==> src/rtl/mips_ctrl_pkg.sv <==
// Shared encodings for the pipelined MIPS control path: opcodes, functs,
// ALU codes, datapath mux selects and the HI/LO sequencer state.
package mips_ctrl_pkg;

   localparam logic [5:0] OP_RTYPE = 6'h00;
   localparam logic [5:0] OP_LW    = 6'h23;
   localparam logic [5:0] OP_SW    = 6'h2B;
   localparam logic [5:0] OP_BEQ   = 6'h04;
   localparam logic [5:0] OP_BNE   = 6'h05;
   localparam logic [5:0] OP_ADDI  = 6'h08;
   localparam logic [5:0] OP_J     = 6'h02;
   localparam logic [5:0] OP_JAL   = 6'h03;

   localparam logic [5:0] FN_ADD   = 6'h20;
   localparam logic [5:0] FN_SUB   = 6'h22;
   localparam logic [5:0] FN_AND   = 6'h24;
   localparam logic [5:0] FN_OR    = 6'h25;
   localparam logic [5:0] FN_SLT   = 6'h2A;
   localparam logic [5:0] FN_JR    = 6'h08;
   localparam logic [5:0] FN_MULT  = 6'h18;
   localparam logic [5:0] FN_DIV   = 6'h1A;
   localparam logic [5:0] FN_MFHI  = 6'h10;
   localparam logic [5:0] FN_MFLO  = 6'h12;

   localparam logic [2:0] ALU_ADD  = 3'b010;
   localparam logic [2:0] ALU_SUB  = 3'b110;
   localparam logic [2:0] ALU_AND  = 3'b000;
   localparam logic [2:0] ALU_OR   = 3'b001;
   localparam logic [2:0] ALU_SLT  = 3'b111;

   localparam logic [1:0] PCSEL_PC4 = 2'b00;
   localparam logic [1:0] PCSEL_BR  = 2'b01;
   localparam logic [1:0] PCSEL_J   = 2'b10;
   localparam logic [1:0] PCSEL_JR  = 2'b11;

   localparam logic [1:0] M2R_ALU  = 2'b00;
   localparam logic [1:0] M2R_MEM  = 2'b01;
   localparam logic [1:0] M2R_PC4  = 2'b10;
   localparam logic [1:0] M2R_HILO = 2'b11;

   localparam logic [1:0] RDST_RT  = 2'b00;
   localparam logic [1:0] RDST_RD  = 2'b01;
   localparam logic [1:0] RDST_RA  = 2'b10;

   typedef enum logic {
      SEQ_IDLE = 1'b0,
      SEQ_BUSY = 1'b1
   } seq_state_t;

endpackage

==> src/rtl/md_sequencer.sv <==
// HI/LO occupancy tracker: a start strobe holds the unit busy for the
// mult or div latency, counted down to zero before returning to idle.
module md_sequencer
   import mips_ctrl_pkg::*;
#(
   parameter int MULT_LATENCY = 4,
   parameter int DIV_LATENCY  = 8,
   parameter int CNT_W        = 4
) (
   input  logic i_clk,
   input  logic i_rst,
   input  logic i_start,
   input  logic i_op,
   output logic o_busy
);

   seq_state_t       r_state, w_state_next;
   logic [CNT_W-1:0] r_cnt, w_cnt_next;

   always_ff @(posedge i_clk or posedge i_rst) begin
      if (i_rst) begin
         r_state <= SEQ_IDLE;
         r_cnt   <= '0;
      end else begin
         r_state <= w_state_next;
         r_cnt   <= w_cnt_next;
      end
   end

   // Counter holds latency-1 so a latency of 1 gives a single busy cycle.
   always_comb begin
      w_state_next = r_state;
      w_cnt_next   = r_cnt;
      case (r_state)
         SEQ_IDLE: begin
            if (i_start) begin
               w_state_next = SEQ_BUSY;
               w_cnt_next   = i_op ? CNT_W'(DIV_LATENCY - 1) : CNT_W'(MULT_LATENCY - 1);
            end
         end
         SEQ_BUSY: begin
            if (r_cnt == '0) w_state_next = SEQ_IDLE;
            else             w_cnt_next   = r_cnt - 1'b1;
         end
         default: w_state_next = SEQ_IDLE;
      endcase
   end

   assign o_busy = (r_state == SEQ_BUSY);

endmodule

==> src/rtl/pipelined_control_unit.sv <==
// ID-stage decode and branch resolution, plus the control fields carried
// through ID/EX, EX/MEM and MEM/WB, with HI/LO hazard stalling.
module pipelined_control_unit
   import mips_ctrl_pkg::*;
#(
   parameter int ALUCTRL_W    = 3,
   parameter int MULT_LATENCY = 4,
   parameter int DIV_LATENCY  = 8,
   parameter int CNT_W        = 4
) (
   input  logic                 i_clk,
   input  logic                 i_rst,
   input  logic [5:0]           i_Op,
   input  logic [5:0]           i_funct,
   input  logic                 i_EqualD,
   input  logic                 i_FlushE,
   output logic                 o_PCSrcD,
   output logic [1:0]           o_PC_SelD,
   output logic                 o_BranchD,
   output logic                 o_JumpRD,
   output logic                 o_LoadD,
   output logic                 o_IllegalD,
   output logic                 o_MdStallD,
   output logic                 o_RegWriteE,
   output logic                 o_RegWriteM,
   output logic                 o_RegWriteW,
   output logic [1:0]           o_MemtoRegE,
   output logic [1:0]           o_MemtoRegW,
   output logic                 o_MemWriteE,
   output logic                 o_MemWriteM,
   output logic [ALUCTRL_W-1:0] o_ALUControlE,
   output logic                 o_ALUSrcE,
   output logic [1:0]           o_RegDstE,
   output logic                 o_LoadE,
   output logic                 o_MdStartE,
   output logic                 o_MdOpE,
   output logic                 o_MdSelHiE,
   output logic                 o_MdBusy
);

   logic       w_rw, w_mw, w_alusrc, w_load, w_md, w_mdop, w_hilo, w_selhi;
   logic       w_beq, w_bne, w_j, w_jr, w_illegal, w_taken, w_bubble;
   logic [1:0] w_m2r, w_regdst;
   logic [2:0] w_alu;

   always_comb begin
      w_rw = 1'b0;  w_mw = 1'b0;  w_alusrc = 1'b0; w_load = 1'b0;
      w_md = 1'b0;  w_mdop = 1'b0; w_hilo = 1'b0;  w_selhi = 1'b0;
      w_beq = 1'b0; w_bne = 1'b0; w_j = 1'b0;      w_jr = 1'b0;
      w_illegal = 1'b0;
      w_m2r = M2R_ALU; w_regdst = RDST_RT; w_alu = ALU_AND;
      case (i_Op)
         OP_RTYPE: begin
            case (i_funct)
               FN_ADD:  begin w_rw = 1'b1; w_regdst = RDST_RD; w_alu = ALU_ADD; end
               FN_SUB:  begin w_rw = 1'b1; w_regdst = RDST_RD; w_alu = ALU_SUB; end
               FN_AND:  begin w_rw = 1'b1; w_regdst = RDST_RD; w_alu = ALU_AND; end
               FN_OR:   begin w_rw = 1'b1; w_regdst = RDST_RD; w_alu = ALU_OR;  end
               FN_SLT:  begin w_rw = 1'b1; w_regdst = RDST_RD; w_alu = ALU_SLT; end
               FN_JR:   w_jr = 1'b1;
               FN_MULT: w_md = 1'b1;
               FN_DIV:  begin w_md = 1'b1; w_mdop = 1'b1; end
               FN_MFHI: begin
                  w_rw = 1'b1; w_regdst = RDST_RD; w_m2r = M2R_HILO;
                  w_hilo = 1'b1; w_selhi = 1'b1;
               end
               FN_MFLO: begin
                  w_rw = 1'b1; w_regdst = RDST_RD; w_m2r = M2R_HILO; w_hilo = 1'b1;
               end
               default: w_illegal = 1'b1;
            endcase
         end
         OP_LW:   begin w_rw = 1'b1; w_alusrc = 1'b1; w_m2r = M2R_MEM; w_alu = ALU_ADD; w_load = 1'b1; end
         OP_SW:   begin w_mw = 1'b1; w_alusrc = 1'b1; w_alu = ALU_ADD; end
         OP_BEQ:  begin w_beq = 1'b1; w_alu = ALU_SUB; end
         OP_BNE:  begin w_bne = 1'b1; w_alu = ALU_SUB; end
         OP_ADDI: begin w_rw = 1'b1; w_alusrc = 1'b1; w_alu = ALU_ADD; end
         OP_J:    w_j = 1'b1;
         OP_JAL:  begin w_j = 1'b1; w_rw = 1'b1; w_regdst = RDST_RA; w_m2r = M2R_PC4; end
         default: w_illegal = 1'b1;
      endcase
   end

   // A HI/LO user may not leave ID while the unit is starting or occupied.
   assign o_MdStallD = (w_md | w_hilo) & (o_MdBusy | o_MdStartE);
   assign w_taken    = (w_beq & i_EqualD) | (w_bne & ~i_EqualD);
   assign o_PCSrcD   = ~o_MdStallD & (w_j | w_jr | w_taken);
   assign o_PC_SelD  = ~o_PCSrcD ? PCSEL_PC4 :
                       w_jr      ? PCSEL_JR  :
                       w_j       ? PCSEL_J   : PCSEL_BR;
   assign o_BranchD  = w_beq | w_bne;
   assign o_JumpRD   = w_jr;
   assign o_LoadD    = w_load;
   assign o_IllegalD = w_illegal;
   assign w_bubble   = i_FlushE | o_MdStallD | w_illegal;

   logic                 r_RegWriteE, r_MemWriteE, r_ALUSrcE, r_LoadE;
   logic                 r_MdStartE, r_MdOpE, r_MdSelHiE;
   logic [1:0]           r_MemtoRegE, r_RegDstE;
   logic [ALUCTRL_W-1:0] r_ALUControlE;
   logic                 r_RegWriteM, r_MemWriteM, r_RegWriteW;
   logic [1:0]           r_MemtoRegM, r_MemtoRegW;

   always_ff @(posedge i_clk or posedge i_rst) begin
      if (i_rst) begin
         r_RegWriteE <= 1'b0; r_MemWriteE <= 1'b0; r_ALUSrcE <= 1'b0; r_LoadE <= 1'b0;
         r_MdStartE  <= 1'b0; r_MdOpE     <= 1'b0; r_MdSelHiE <= 1'b0;
         r_MemtoRegE <= '0;   r_RegDstE   <= '0;   r_ALUControlE <= '0;
         r_RegWriteM <= 1'b0; r_MemWriteM <= 1'b0; r_MemtoRegM <= '0;
         r_RegWriteW <= 1'b0; r_MemtoRegW <= '0;
      end else begin
         r_RegWriteE   <= w_rw     & ~w_bubble;
         r_MemWriteE   <= w_mw     & ~w_bubble;
         r_ALUSrcE     <= w_alusrc & ~w_bubble;
         r_LoadE       <= w_load   & ~w_bubble;
         r_MdStartE    <= w_md     & ~w_bubble;
         r_MdOpE       <= w_mdop   & ~w_bubble;
         r_MdSelHiE    <= w_selhi  & ~w_bubble;
         r_MemtoRegE   <= w_bubble ? M2R_ALU : w_m2r;
         r_RegDstE     <= w_bubble ? RDST_RT : w_regdst;
         r_ALUControlE <= w_bubble ? '0 : ALUCTRL_W'(w_alu);
         r_RegWriteM   <= r_RegWriteE;
         r_MemWriteM   <= r_MemWriteE;
         r_MemtoRegM   <= r_MemtoRegE;
         r_RegWriteW   <= r_RegWriteM;
         r_MemtoRegW   <= r_MemtoRegM;
      end
   end

   assign o_RegWriteE   = r_RegWriteE;
   assign o_MemWriteE   = r_MemWriteE;
   assign o_ALUSrcE     = r_ALUSrcE;
   assign o_LoadE       = r_LoadE;
   assign o_MdStartE    = r_MdStartE;
   assign o_MdOpE       = r_MdOpE;
   assign o_MdSelHiE    = r_MdSelHiE;
   assign o_MemtoRegE   = r_MemtoRegE;
   assign o_RegDstE     = r_RegDstE;
   assign o_ALUControlE = r_ALUControlE;
   assign o_RegWriteM   = r_RegWriteM;
   assign o_MemWriteM   = r_MemWriteM;
   assign o_RegWriteW   = r_RegWriteW;
   assign o_MemtoRegW   = r_MemtoRegW;

   md_sequencer #(
      .MULT_LATENCY (MULT_LATENCY),
      .DIV_LATENCY  (DIV_LATENCY),
      .CNT_W        (CNT_W)
   ) u_md_sequencer (
      .i_clk   (i_clk),
      .i_rst   (i_rst),
      .i_start (r_MdStartE),
      .i_op    (r_MdOpE),
      .o_busy  (o_MdBusy)
   );

endmodule

==> config.mk <==
export PLATFORM = sky130hd
export DESIGN_NAME = pipelined_control_unit
export DESIGN_NICKNAME = d
export VERILOG_FILES = /design/src/rtl/mips_ctrl_pkg.sv /design/src/rtl/md_sequencer.sv /design/src/rtl/pipelined_control_unit.sv
export SDC_FILE = /design/constraint.sdc
export NUM_CORES = 1
export LEC_CHECK = 0
export ABC_AREA = 1
export BUFFER_PORTS_ARGS = -buffer_cell sky130_fd_sc_hd__buf_2
export CORE_MARGIN = 2
export CORE_UTILIZATION = 45
export DETAILED_ROUTE_END_ITERATION = 16
export PLACE_DENSITY = 0.75
export SLEW_MARGIN = 30
export SYNTH_ARGS = -nofsm -noshare
export SYNTH_HDL_FRONTEND = slang
export SYNTH_SLANG_ARGS = --single-unit
==> constraint.sdc <==
create_clock -name i_clk -period 1.1 [get_ports i_clk]
set_input_delay 0 -clock i_clk [delete_from_list [all_inputs] [get_ports i_clk]]
set_output_delay 0 -clock i_clk [all_outputs]
set_load 0.01 [all_outputs]
==> impl_metrics.ini, run 1 <==
[routing]
first_iter_violations = 19
routed_wl_microns = 3110
wl_per_cell_microns = 11.6
drtAntennaViolNets = 0
vias = 1274
drcViolationCount = 0
vias_per_cell = 4.75
first_pass_iters = 4

[setup_path]
crit_slowest_cell = dfrtp_1
worst_path_dominant_cell_family = flip-flops
startpoint_type = flip-flop
required_ns = 1.31
arrival_ns = 1.46
worstSetupPathType = flip-flop to flip-flop
path_cells = inv_2 > ha_4 > nand3_4 > nand2_4 > nor2_4 > xnor2_2 > a21oi_2
slowest_delay_ns = 0.43
end_kind = flip-flop
crit_buf_inv = 1
crit_fanout = 3

[pwr]
peakVddDrop_uv = 736
swShare_pct = 23.0
cellPowerDensity_nw_per_um2 = 903
p_int_w = 0.00147
combPwrFrac_pct = 15.6
p_leak_nw = 1.15
p_clk_share_pct = 33.5
power_w = 0.00191
pwr-share-seq_pct = 50.9
p_sw_w = 0.000438

[sta]
period_share_pct = 113
setup_violations = 21
timing.final.ws_setup_ns = -0.142
maxSlewViolCount = 0
fmax_ghz = 0.805
skew_ns = 0.00247
rsz0062_at_grt = yes
worstMarginPinSlew_ns = 0.307
timing.hold.ws_ns = 0.0451
hold_viol_final = 0
maxSlewHeadroom_pct = 79.5
period_needed_ns = 1.24

[floorplan]
die_y_microns = 59.1
die_x_microns = 59.1
core_area_sq_um = 2830
start_util_pct = 48.2
rows = 19
pin_count = 44
die-area_sq_um = 3490

[clock_tree]
htree_levels = 1
tritoncts.num_buffers = 3
cts-root-buf = clkbuf_4
cts_tree = done
clock-sinks = 26
clk_latency_ns = 0.31
cts.clk_slew.worst_paths_ns = 0.14
cts.path.max_buffers = 2

[placement]
gp_congestion = 0.806
dpl.hpwl_microns = 2430
portBuffers = 43
place_ws_ns = -0.158

[grt]
grt_antenna_before_repair = 0
grt_pass1_vias = 1254
gr-usage-met2_pct = 35.7
grt_pass1_wl_microns = 4950
met3_usage_pct = 1.75
grtUsageMet1_pct = 19.5
track_usage_pct = 18.5
grt_overflow_total = 0
grt_start_max_net_pins = 27
top_usage_layer = met2

[synthesis]
yosys_warnings = 0
synthDistinctLibCells = 27
synth_nets = 166
syn-cell-area_sq_um = 1360
syn_inst = 148
ys_seq_elements = 26
synth.avg_cell_area_sq_um = 9.21
ys_seq_area_share_pct = 47.7

[cells_and_area]
diodes = 0
seq_area_sq_um = 651
final_common_cell = buf_2
final_nets = 256
multi_input_area_sq_um = 699
fill_cells = 208
area.growth.synth_to_final_pct = 54.7
layout_common_cells = buf_2, buf_4, dfrtp_1
drive_above_1_share_pct = 57.0

[status]
status = complete, but fails checks
failed_checks = negative setup slack

[run]
max_cap_viol_count = 0

[min_path]
hold_path_class = input pin to flip-flop
==> final cells by class <==
class | instances | share of cell area (%)
Clock buffer | 3 | 1.07
Tap cell | 31 | 1.84
Multi-Input combinational cell | 97 | 33.2
Timing Repair Buffer | 86 | 27.0
Clock inverter | 1 | 1.42
Sequential cell | 26 | 30.8
Inverter | 24 | 4.63
==> synth_stat cells, drive strengths merged <==
library cell  instances  area share (%)
a21boi                1            0.55
nor2                 34              17
buf                   1             1.5
nand2                23             7.1
and2                  1            0.46
a41oi                 1            0.64
ha                    2             1.8
dfrtp                26              48
inv                  24             6.8
xnor2                 1            0.64
o211ai                1            0.55
a31oi                 2            0.92
a21oi                 5             2.1
nand3                13             6.4
nand4                 4             1.8
nor3                  2            0.73
xor2                  1            0.64
o21ai                 6             2.2
==> stage by stage <==
| stage | TNS (ns) | std cells | util, % | area [sq um] |
|---|---|---|---|---|
| 6_report | -1.49 | 268 | 74.6 | 2110 |
| 3_5_place_dp | -1.74 | 256 | 66.2 | 1870 |
| 2_1_floorplan | -0.503 | 148 | - | 1360 |
| 3_3_place_gp | -0.932 | 256 | 66.2 | 1870 |
| 4_1_cts | -1.05 | 263 | 71.3 | 2020 |
| 5_1_grt | -2.58 | 268 | 74.6 | 2110 |
==> layer usage <==
metal	vias to the layer above	share of wire [%]	routed length [microns]
met5	-	0	0
met4	0	1.4	42
met3	4	3.8	117
met2	35	55	1720
met1	583	40	1230
li1	652	-	-
==> what timing repair did <==
item,CTS,global route
hold endpoints to repair,26,0
buffers inserted,2,5
endpoints found under the setup margin,21,24
pin swaps,3,11
hold buffers,1,0
gates resized for setup,23,16
==> sequential cells by signal, summed over array words and instances, names as in the netlist, 2 cells and up <==
| name | count |
|---|---|
| r_MemtoRegM | 2 |
| u_md_sequencer.r_cnt | 4 |
| o_MemtoRegW | 2 |
| o_RegDstE | 2 |
| o_ALUControlE | 3 |
| o_MemtoRegE | 2 |
==> worst reg2reg max path, cell delays in order (launching register included) <==
cell and delay (ns):
dfrtp_1 0.43, inv_2 0.11, ha_4 0.15, nand3_4 0.08, nand2_4 0.11, nor2_4 0.05
xnor2_2 0.18, a21oi_2 0.05
==> kinds of logic (layout without fill, tap and decap cells) <==
family / count (synthesis) / after routing / share of synthesized area [%]
simple gates: 77 / 77 / 33.9
fa+ha+maj: 2 / 2 / 1.83
flops: 26 / 26 / 47.7
buf+inv: 25 / 114 / 8.26
compound gates: 16 / 16 / 6.97
xor+xnor: 2 / 2 / 1.28
==> power by group through the flow <==
stage          combinational, W  clock, W  sequential (W)
2_1_floorplan          0.000127         0        0.000985
3_5_place_dp           0.000255         0        0.000986
5_1_grt                0.000325  0.000683        0.000971
6_report               0.000297  0.000639        0.000970
3_3_place_gp           0.000245         0        0.000985
4_1_cts                0.000277  0.000646        0.000969
==> path summary, 6_finish.rpt <==
path | endpoint | startpoint | cells past startpoint | slack (ns)
min in group asynchronous | u_md_sequencer.r_cnt[0]$_DFFE_PP0P_ | i_rst | 4 | 0.25
max in group asynchronous | r_MemtoRegM[1]$_DFF_PP0_ | i_rst | 4 | 0.62
min reg2reg | o_MemtoRegW[1]$_DFF_PP0_ | r_MemtoRegM[1]$_DFF_PP0_ | 0 | 0.37
min | o_MdSelHiE$_DFF_PP0_ | i_funct[1] | 4 | 0.05
max reg2reg | u_md_sequencer.r_cnt[3]$_DFFE_PP0P_ | u_md_sequencer.r_cnt[1]$_DFFE_PP0P_ | 7 | -0.14
max | u_md_sequencer.r_cnt[3]$_DFFE_PP0P_ | u_md_sequencer.r_cnt[1]$_DFFE_PP0P_ | 7 | -0.14
No activity file was read; power rests on OpenSTA's default activity.
==> inputs of run 2 (changes only) <==
--- a/config.mk
+++ b/config.mk
@@ -6,11 +6,11 @@
 export NUM_CORES = 1
 export LEC_CHECK = 0
 export ABC_AREA = 1
-export BUFFER_PORTS_ARGS = -buffer_cell sky130_fd_sc_hd__buf_2
 export CORE_MARGIN = 2
-export CORE_UTILIZATION = 45
+export CORE_UTILIZATION = 55
 export DETAILED_ROUTE_END_ITERATION = 16
-export PLACE_DENSITY = 0.75
+export DONT_BUFFER_PORTS = 1
+export PLACE_DENSITY = 0.73
 export SLEW_MARGIN = 30
 export SYNTH_ARGS = -nofsm -noshare
 export SYNTH_HDL_FRONTEND = slang
==> impl_metrics.ini, run 2 (same netlist as run 1, synthesis figures left out) <==
[cells_and_area]
area.growth.synth_to_final_pct = 36.3
top_register = u_md_sequencer.r_cnt
final_nets = 207
seq_area_sq_um = 651
largest_reg_flops = 4
layout_common_cells = dfrtp_1, buf_4, nand2_1
fill_cells = 161
diodes = 0
final_common_cell = dfrtp_1
drive_above_1_share_pct = 39.9
multi_input_area_sq_um = 713

[pwr]
cellPowerDensity_nw_per_um2 = 990
peakVddDrop_uv = 839
p_sw_w = 0.000403
combPwrFrac_pct = 13.1
p_int_w = 0.00144
p_clk_share_pct = 34.2
pwr-share-seq_pct = 52.7
swShare_pct = 21.9
p_leak_nw = 0.889

[routing]
vias_per_cell = 5.14
first_pass_iters = 4
routed_wl_microns = 2890
first_iter_violations = 7
vias = 1120
drcViolationCount = 0
wl_per_cell_microns = 13.3
drtAntennaViolNets = 0

[sta]
timing.final.ws_setup_ns = -0.129
rsz0062_at_grt = yes
maxSlewViolCount = 0
fin_tns_setup_ns = -1.75
skew_ns = 0.00351
maxSlewHeadroom_pct = 75.3
period_share_pct = 112
hold_viol_final = 0
timing.hold.ws_ns = 0.0100
worstMarginPinSlew_ns = 0.367
fmax_ghz = 0.814
setup_violations = 18
period_needed_ns = 1.23

[floorplan]
die-area_sq_um = 2890
pin_count = 44
die_y_microns = 53.8
rows = 18
core_area_sq_um = 2410
die_x_microns = 53.8
start_util_pct = 56.6

[min_path]
hold_path_class = input pin to asynchronous set/reset pin

[setup_path]
worstSetupPathType = flip-flop to flip-flop
required_ns = 1.35
end_kind = flip-flop
crit_fanout = 7
startpoint_type = flip-flop
arrival_ns = 1.48

[clock_tree]
cts-root-buf = clkbuf_4
cts.path.max_buffers = 2
cts.clk_slew.worst_paths_ns = 0.13
tritoncts.num_buffers = 3
clk_latency_ns = 0.31
htree_levels = 1
clock-sinks = 26
cts_tree = done

[grt]
grt_pass1_wl_microns = 4740
grt_start_max_net_pins = 23
grt_antenna_before_repair = 0
track_usage_pct = 22.4
grt_pass1_vias = 1137
grt_overflow_total = 0

[run]
max_cap_viol_count = 0

[placement]
place_ws_ns = -0.144
dpl.hpwl_microns = 1990
gp_congestion = 0.785
portBuffers = 0

[status]
status = complete, but fails checks
failed_checks = negative setup slack
==> run 2: final timing paths <==
kind                                          startpoint                                  end  slack (ns)  cells past startpoint
worst max-delay path                o_MdStartE$_DFF_PP0_               o_RegDstE[1]$_DFF_PP0_       -0.13                      5
worst min-delay path                               i_rst  u_md_sequencer.r_cnt[3]$_DFFE_PP0P_        0.01                      2
worst max register to register      o_MdStartE$_DFF_PP0_               o_RegDstE[1]$_DFF_PP0_       -0.13                      5
worst min register to register  r_MemtoRegM[1]$_DFF_PP0_             o_MemtoRegW[1]$_DFF_PP0_        0.36                      0
max in group asynchronous                          i_rst                o_RegWriteW$_DFF_PP0_        0.57                      3
min in group i_clk                            i_funct[2]           o_ALUControlE[0]$_DFF_PP0_        0.04                      4
==> run 2: final cells by class <==
class / count / area share [%]
Tap cell: 30 / 2.02
Clock buffer: 3 / 1.21
Sequential cell: 26 / 35.0
Clock inverter: 1 / 1.62
Multi-Input combinational cell: 98 / 38.4
Inverter: 24 / 5.11
Timing Repair Buffer: 36 / 16.7
==> run 2: power groups by stage <==
stage	registers, W	clock network [W]	logic (W)
2_1_floorplan	0.000985	0	0.000127
3_3_place_gp	0.000986	0	0.000169
3_5_place_dp	0.000986	0	0.000176
4_1_cts	0.000969	0.000642	0.000225
5_1_grt	0.000970	0.000689	0.000268
6_report	0.000969	0.000630	0.000241
==> run 2: through the flow <==
step           cells  utilization [%]  instance area [sq um]  total power [W]
2_1_floorplan    148                -                   1360          0.00111
5_1_grt          218             77.2                   1860          0.00193
3_5_place_dp     200             64.5                   1550          0.00116
4_1_cts          218             74.8                   1800          0.00184
3_3_place_gp     200             64.5                   1550          0.00116
6_report         218             77.2                   1860          0.00184
==> run 2: routing by layer <==
layer | vias to the layer above | GRT usage [%] | wire length (microns)
met5 | - | 0 | 0
met4 | 0 | 9.83 | 29
met3 | 2 | 2.50 | 148
met2 | 36 | 42.5 | 1590
met1 | 527 | 24.8 | 1120
li1 | 555 | - | -
==> run 2: repair_timing <==
item / CTS / global route
pin swaps: 6 / 6
buffers inserted: 3 / 1
hold endpoints to repair: 40 / 0
gates cloned: 1 / 0
gates resized for setup: 23 / 13
endpoints found under the setup margin: 20 / 21
hold buffers: 10 / 0
==> run 2: critical path, stage by stage, from the launching register on <==
cell	delay (ns)
dfrtp_1	0.43
nor2_2	0.15
inv_2	0.08
a21oi_4	0.24
nand2_4	0.15
nor2_2	0.11
==> inputs of run 3 (changes only) <==
--- a/config.mk
+++ b/config.mk
@@ -10,7 +10,7 @@
 export CORE_UTILIZATION = 55
 export DETAILED_ROUTE_END_ITERATION = 16
 export DONT_BUFFER_PORTS = 1
-export PLACE_DENSITY = 0.73
+export PLACE_DENSITY_LB_ADDON = 0.05
 export SLEW_MARGIN = 30
 export SYNTH_ARGS = -nofsm -noshare
 export SYNTH_HDL_FRONTEND = slang
==> impl_metrics.ini, run 3 (same netlist as run 1, synthesis figures left out) <==
[cells_and_area]
final_nets = 213
layout_common_cells = buf_4, dfrtp_1, nand2_1
largest_reg_flops = 4
final_common_cell = buf_4
stdcell_count = 224
area.growth.synth_to_final_pct = 40.0
final_core_util_pct = 79.2
drive_above_1_share_pct = 42.3
diodes = 0
top_register = u_md_sequencer.r_cnt

[pwr]
p_leak_nw = 0.931
cellPowerDensity_nw_per_um2 = 975
peakVddDrop_uv = 915
power_w = 0.00186

[placement]
place_ws_ns = -0.128
dpl.cell_count = 202
dpl.hpwl_microns = 2070
gp_congestion = 0.722
portBuffers = 0

[clock_tree]
cts-root-buf = clkbuf_4
cts.path.max_buffers = 2
cts_tree = done
clk_latency_ns = 0.31
cts.clk_slew.worst_paths_ns = 0.14
clock-sinks = 26
htree_levels = 1
tritoncts.num_buffers = 3

[floorplan]
core_area_sq_um = 2410
die_y_microns = 53.8
start_util_pct = 56.6
pin_count = 44
die_x_microns = 53.8
rows = 18
die-area_sq_um = 2890

[sta]
setup_violations = 17
skew_ns = 0.00832
maxSlewHeadroom_pct = 71.4
rsz0062_at_grt = yes
period_needed_ns = 1.20
period_share_pct = 109
worstMarginPinSlew_ns = 0.428
maxSlewViolCount = 0
timing.final.ws_setup_ns = -0.0998
timing.hold.ws_ns = -0.000724
hold_viol_final = 1
fmax_ghz = 0.833

[setup_path]
worstSetupPathType = flip-flop to flip-flop
cpMostUsedCell = inv_2
crit_slowest_cell = dfrtp_1
worst_path_dominant_cell_family = flip-flops
crit_buf_inv = 2
crit_fanout = 6
r2r_cells = 7
end_kind = flip-flop
arrival_ns = 1.41
path_cells = inv_2 > ha_4 > nand3_4 > nand2_2 > inv_2 > nand2_1 > o21ai_2
rr_startpoint = u_md_sequencer.r_cnt[1]$_DFFE_PP0P_
startpoint_type = flip-flop
required_ns = 1.31
r2r_slack_ns = -0.1
rr_endpoint = u_md_sequencer.r_cnt[2]$_DFFE_PP0P_
slowest_delay_ns = 0.42

[routing]
wl_met2_microns = 1680
drtAntennaViolNets = 0
wl_per_cell_microns = 13.2
vias = 1106
wl_met3_microns = 169
drcViolationCount = 0
first_iter_violations = 19
first_pass_iters = 4
highest_layer = met4
routed_wl_microns = 2970
vias_per_cell = 4.94
met1_length_microns = 1100

[grt]
track_usage_pct = 22.0
grt_pass1_vias = 1123
grt_start_max_net_pins = 18
grt_overflow_total = 0
grt_pass1_wl_microns = 4670
grt_antenna_before_repair = 0

[run]
max_cap_viol_count = 0

[status]
failed_checks = negative hold slack, negative setup slack
status = complete, but fails checks

[min_path]
whs_endpoint = o_RegDstE[1]$_DFF_PP0_
hold_start = i_Op[5]
holdPathStages = 4
hold_path_class = input pin to flip-flop
[run 3: what timing repair did]
item	4_1_cts	5_1_grt
pin swaps	8	5
hold buffers	10	0
endpoints found under the setup margin	20	21
resized for setup	26	11
hold endpoints to repair	40	0
buffers inserted	6	2
[run 3: worst max path at each step]
stage	start	end	cells past startpoint
after CTS	u_md_sequencer.o_busy$_DFF_PP0_	o_MdOpE$_DFF_PP0_	6
after floorplan	u_md_sequencer.o_busy$_DFF_PP0_	o_MdOpE$_DFF_PP0_	6
after global routing	u_md_sequencer.r_cnt[1]$_DFFE_PP0P_	u_md_sequencer.r_cnt[2]$_DFFE_PP0P_	8
after detailed placement	o_MdStartE$_DFF_PP0_	o_MemtoRegE[1]$_DFF_PP0_	5
after global placement	o_MdStartE$_DFF_PP0_	o_MemtoRegE[1]$_DFF_PP0_	5
final	u_md_sequencer.r_cnt[1]$_DFFE_PP0P_	u_md_sequencer.r_cnt[2]$_DFFE_PP0P_	7
[run 3: layout make-up]
type                            instances  area (sq um)
Inverter                               24          92.6
Sequential cell                        26           652
Fill cell                             162           500
Clock buffer                            3          22.5
Multi-Input combinational cell         97           692
Tap cell                               30          37.5
Clock inverter                          1          30.0
Timing Repair Buffer                   43           383
[run 3: metal layers]
layer  vias to the layer above  GRT usage, %
met5                         -             0
met4                         0          5.13
met3                         2          3.33
met2                        37          43.3
met1                       506          24.1
li1                        561             -
[run 3: stage by stage]
| step | setup TNS, ns | instance area [sq um] |
|---|---|---|
| floorplan | -0.503 | 1360 |
| global placement | -1.12 | 1580 |
| detailed placement | -1.62 | 1580 |
| CTS | -0.887 | 1860 |
| global route | -1.98 | 1910 |
| finish | -0.914 | 1910 |
[run 3: worst reg2reg max path: cells and delay by family, from the launching register on]
kind | cells | cell delay (ns)
buf+inv | 2 | 0.17
flops | 1 | 0.42
compound gates | 1 | 0.07
simple gates | 3 | 0.30
fa+ha+maj | 1 | 0.14
[run 3: power breakdown]
part	internal [W]	switching (W)	total, W
sequential	0.000964	0.00000676	0.000970
clock	0.000368	0.000268	0.000636
combinational	0.000122	0.000133	0.000255
total	0.00145	0.000408	0.00186
